===== src/rtl/led_pattern_gen.sv =====
// Parametrised LED pattern generator: binary, walking-one, bounce and PWM breathe.
// Define LED_PATTERN_OBUF_EN to route every led bit through its own OBUF instance.
module led_pattern_gen #(
    parameter int NUM_LEDS  = 4,
    parameter int LOG2DELAY = 25,
    parameter int PWM_BITS  = 4
) (
    input  logic                clk,
    input  logic                rst,
    input  logic                enable,
    input  logic [1:0]          mode,
    output logic [NUM_LEDS-1:0] led,
    output logic                tick,
    output logic                dir
);

    localparam logic [1:0] MODE_BIN     = 2'b00;
    localparam logic [1:0] MODE_WALK    = 2'b01;
    localparam logic [1:0] MODE_BOUNCE  = 2'b10;
    localparam logic [1:0] MODE_BREATHE = 2'b11;

    localparam logic [0:0] DIR_UP   = 1'b0;
    localparam logic [0:0] DIR_DOWN = 1'b1;

    localparam logic [LOG2DELAY-1:0] PRE_MAX  = '1;
    localparam logic [LOG2DELAY-1:0] PRE_ONE  = LOG2DELAY'(1);
    localparam logic [PWM_BITS-1:0]  DUTY_MAX = '1;
    localparam logic [PWM_BITS-1:0]  DUTY_ONE = PWM_BITS'(1);
    localparam logic [NUM_LEDS-1:0]  PAT_ONE  = NUM_LEDS'(1);

    logic [LOG2DELAY-1:0] pre_cnt_q, pre_cnt_d;
    logic [NUM_LEDS-1:0]  pat_q, pat_d;
    logic [PWM_BITS-1:0]  duty_q, duty_d;
    logic [PWM_BITS-1:0]  phase_q, phase_d;
    logic [0:0]           dir_q, dir_d;
    logic [1:0]           mode_q, mode_d;
    logic                 tick_q, tick_d;

    logic                 mode_chg;
    logic                 step;
    logic [NUM_LEDS-1:0]  pat_shl, pat_shr;
    logic [NUM_LEDS-1:0]  led_d;

    always_comb begin
        mode_chg  = (mode != mode_q);
        step      = enable && (pre_cnt_q == PRE_MAX) && !mode_chg;
        pat_shl   = pat_q << 1;
        pat_shr   = pat_q >> 1;

        pre_cnt_d = pre_cnt_q;
        pat_d     = pat_q;
        duty_d    = duty_q;
        phase_d   = phase_q;
        dir_d     = dir_q;
        mode_d    = mode_q;
        tick_d    = 1'b0;

        // phase free-runs on enabled edges so the PWM carrier never stalls on steps
        if (enable) begin
            pre_cnt_d = pre_cnt_q + PRE_ONE;
            phase_d   = phase_q + DUTY_ONE;
        end

        if (mode_chg) begin
            mode_d    = mode;
            pre_cnt_d = '0;
            dir_d     = DIR_UP;
            duty_d    = '0;
            pat_d     = (mode == MODE_WALK || mode == MODE_BOUNCE) ? PAT_ONE : '0;
        end else if (step) begin
            tick_d = 1'b1;
            case (mode_q)
                MODE_BIN:  pat_d = pat_q + PAT_ONE;
                MODE_WALK: pat_d = pat_shl | (pat_q >> (NUM_LEDS - 1));
                MODE_BOUNCE: begin
                    if (NUM_LEDS > 1) begin
                        if (dir_q == DIR_UP) begin
                            pat_d = pat_shl;
                            if (pat_shl[NUM_LEDS-1]) dir_d = DIR_DOWN;
                        end else begin
                            pat_d = pat_shr;
                            if (pat_shr == PAT_ONE) dir_d = DIR_UP;
                        end
                    end
                end
                default: begin
                    // duty turns around at the rails, so it never wraps
                    if (dir_q == DIR_UP) begin
                        duty_d = duty_q + DUTY_ONE;
                        if (duty_d == DUTY_MAX) dir_d = DIR_DOWN;
                    end else begin
                        duty_d = duty_q - DUTY_ONE;
                        if (duty_d == '0) dir_d = DIR_UP;
                    end
                end
            endcase
        end
    end

    always_ff @(posedge clk or posedge rst) begin
        if (rst) begin
            pre_cnt_q <= '0;
            pat_q     <= '0;
            duty_q    <= '0;
            phase_q   <= '0;
            dir_q     <= DIR_UP;
            mode_q    <= MODE_BIN;
            tick_q    <= 1'b0;
        end else begin
            pre_cnt_q <= pre_cnt_d;
            pat_q     <= pat_d;
            duty_q    <= duty_d;
            phase_q   <= phase_d;
            dir_q     <= dir_d;
            mode_q    <= mode_d;
            tick_q    <= tick_d;
        end
    end

    always_comb begin
        led_d = pat_q;
        if (mode_q == MODE_BREATHE) led_d = {NUM_LEDS{phase_q < duty_q}};
    end

    assign tick = tick_q;
    assign dir  = dir_q;

`ifdef LED_PATTERN_OBUF_EN
    for (genvar i = 0; i < NUM_LEDS; i++) begin : obuf_gen
        OBUF #(
            .IOSTANDARD("LVCMOS33"),
            .SLEW      ("SLOW")
        ) OBUF_LED (
            .O(led[i]),
            .I(led_d[i])
        );
    end
`else
    assign led = led_d;
`endif

endmodule


===== config.mk =====
export PLATFORM = sky130hd
export DESIGN_NAME = led_pattern_gen
export DESIGN_NICKNAME = d
export VERILOG_FILES = /design/src/rtl/led_pattern_gen.sv
export SDC_FILE = /design/constraint.sdc
export NUM_CORES = 1
export LEC_CHECK = 0
export CORE_ASPECT_RATIO = 0.5
export CORE_MARGIN = 2
export CORE_UTILIZATION = 35
export DETAILED_ROUTE_END_ITERATION = 8
export PLACE_DENSITY = 0.62
export REMOVE_ABC_BUFFERS = 1
export SETUP_SLACK_MARGIN = 0.02
export SYNTH_ARGS = -nofsm -noshare
export SYNTH_HDL_FRONTEND = slang
export SYNTH_SLANG_ARGS = --single-unit

===== constraint.sdc =====
create_clock -name clk -period 3.56 [get_ports clk]
set_clock_uncertainty 0.2 [all_clocks]
set_input_delay 0.356 -clock clk [delete_from_list [all_inputs] [get_ports clk]]
set_output_delay 0.356 -clock clk [all_outputs]
set_load 0.02 [all_outputs]

==> run metrics <==
status finished, final reports clean; total CTS buffers 5; Nets 297; die area 7760 um2; Iter 0 DRT Violations 169; # fillers 644; final core utilization 0.411; final setup violation count 0; fraction of layout cells with a size suffix above 1 0.0683; Pleak 1.10 nW; total negative slack 0 ps; RSZ-0062 raised after global routing no; clock root buffer clkbuf_16; register area 1030 um2; clk slew on worst S/H paths 60 ps; Arr. time, crit path 2950 ps; std cell rows 21; largest net degree at the start of global routing 42; IO Port Bufs 10; Vias/cell 5.02; share of flip-flops with an asynchronous set or reset 1.00; highest clock rate 339 MHz; DR vias 1857; 1st-pass router iterations 4; footprint of the multi-input gates 1310 um2; Worst-Margin Slew 540 ps; Die Height 63.3 um; critical path class reg2reg; Ant. Diodes 0; DRC Markers 0; Synth top area share 0.417; IO Count 11; first-pass GRT wire length 8.45 mm; Final Hold Viols 0; most frequent cell after synthesis dfrtp_1; Routed WL 4.70 mm; Clk Latency, worst-skew pair 280 ps; final routed wire length divided by cell count 12.7 um; post-synthesis average cell area 9.15 um2; critical path launch point type flip-flop; maxcap violations 0; Initial Utilization 0.365; fin crit period 2950 ps; synth unique cells 42; fin crit share 0.828; Post-synth EDFFs 0; vias in the first global route 1849; worst setup margin 611 ps; top cells by area, synth dfrtp_1 42%, ha_1 7.1%, xnor2_1 6.4%; most area-hungry cell type in the Yosys netlist dfrtp_1; core area 6750 um2; Longest Clk Path Bufs 2; Congestion Overflow GR 0; ys flop type dfrtp_1; Max-slew headroom 0.638; sequential fraction of the synthesis area 0.417; Slew Viols, Final 0; Mapped Area 2460 um2; PD cells 414 nW/um2; top cells by count, synth 41 x dfrtp_1, 30 x nor2_1, 26 x nand2_1, 18 x xnor2_1, 17 x inv_1; H-tree levels 2; VDD IR max 0.189 mV; Placement Setup Slack 369 ps; initial antenna violation count 0; routability cong. 0.812; CP max FO 9; CTS tree built; Area growth, synth to finish 12.8%; DRT antenna net count 0; Ys Warns 0; Worst EP required 3570 ps; Gates resized, CTS repair 0; DP HPWL 3.28 mm; Global Route Usage Sum 0.138; Die X 123 um; clock sink count 41; Synth Register Bits 41; Synth Instances 269; worst hold-check path type reg2reg; # hold bufs at CTS 0; Critical Path Sink Type flip-flop; Setup Buffers After CTS 0
==> critical path, cell delays in order (launching register included) <==
cell and delay (ps):
dfrtp_1 400, ha_1 250, nand4_4 170, or4_4 640, or4_1 690, or3_1 390
a21oi_1 140
==> where the power goes <==
group | internal (mW) | total [mW] | switching [mW]
registers | 0.495 | 0.525 | 0.0296
clock network | 0.275 | 0.448 | 0.173
logic | 0.0821 | 0.177 | 0.0945
==> flip-flops by register name, indices dropped and copies added (netlist names) <==
name and flops:
duty_q 4, mode_q 2, pat_q 4, tick 1
pre_cnt_q 25, dir 1, phase_q 4
==> path summary, 6_finish.rpt <==
| check | start | end | slack (ps) | depth (start not counted) |
|---|---|---|---|---|
| max in group asynchronous | rst | pre_cnt_q[16]$_DFFE_PP0P_ | 2510 | 3 |
| min in group asynchronous | rst | phase_q[2]$_DFFE_PP0P_ | 300 | 3 |
| worst max-delay path | pre_cnt_q[0]$_DFFE_PP0P_ | pat_q[3]$_DFFE_PP0P_ | 610 | 6 |
| worst min register to register | phase_q[3]$_DFFE_PP0P_ | phase_q[3]$_DFFE_PP0P_ | 290 | 1 |
| worst min-delay path | phase_q[3]$_DFFE_PP0P_ | phase_q[3]$_DFFE_PP0P_ | 290 | 1 |
| worst max register to register | pre_cnt_q[0]$_DFFE_PP0P_ | pat_q[3]$_DFFE_PP0P_ | 610 | 6 |
==> routing by layer <==
metal  vias up  track usage  wire length [um]
met5         -            0                 0
met4         0       0.0589                75
met3         7       0.0362               145
met2        26        0.217              2100
met1       882        0.180              2380
li1        942            -                 -
==> through the flow <==
step                cell area (um2)  instances  hold slack, ps  total power [mW]
floorplan                      2400        258             187             0.646
global placement               2640        363             282             0.704
detailed placement             2640        363             280             0.712
CTS                            2780        370             288              1.16
global route                   2780        370             313              1.22
finish                         2780        370             286              1.15
==> cells in the final DEF, fill, tap and decap left out, types with 10 or more instances in the layout <==
cell,netlist,layout
a21oi_1,12,12
o21ai_0,12,12
xnor2_1,18,18
nand2_1,26,26
clkdlybuf4s50_1,0,10
nor3_1,10,10
ha_1,14,14
inv_1,17,17
dfrtp_1,41,41
xor2_1,10,10
nand3_1,11,11
nor2_1,30,30
==> layout make-up <==
class                   count  area share
multi-input cells         200       0.471
well taps                  92      0.0414
clock buffers               7      0.0514
repair buffers             13      0.0441
flip-flops and latches     41       0.369
inverters                  17      0.0230
==> cells by family after synthesis <==
logic type | count (synthesis) | share of synthesized area
buf+inv | 28 | 0.0523
compound gates | 39 | 0.0960
fa+ha+maj | 14 | 0.0711
mux | 6 | 0.0254
flops | 41 | 0.417
xor+xnor | 28 | 0.0996
simple gates | 113 | 0.239
(Power assumes the default switching activity.)
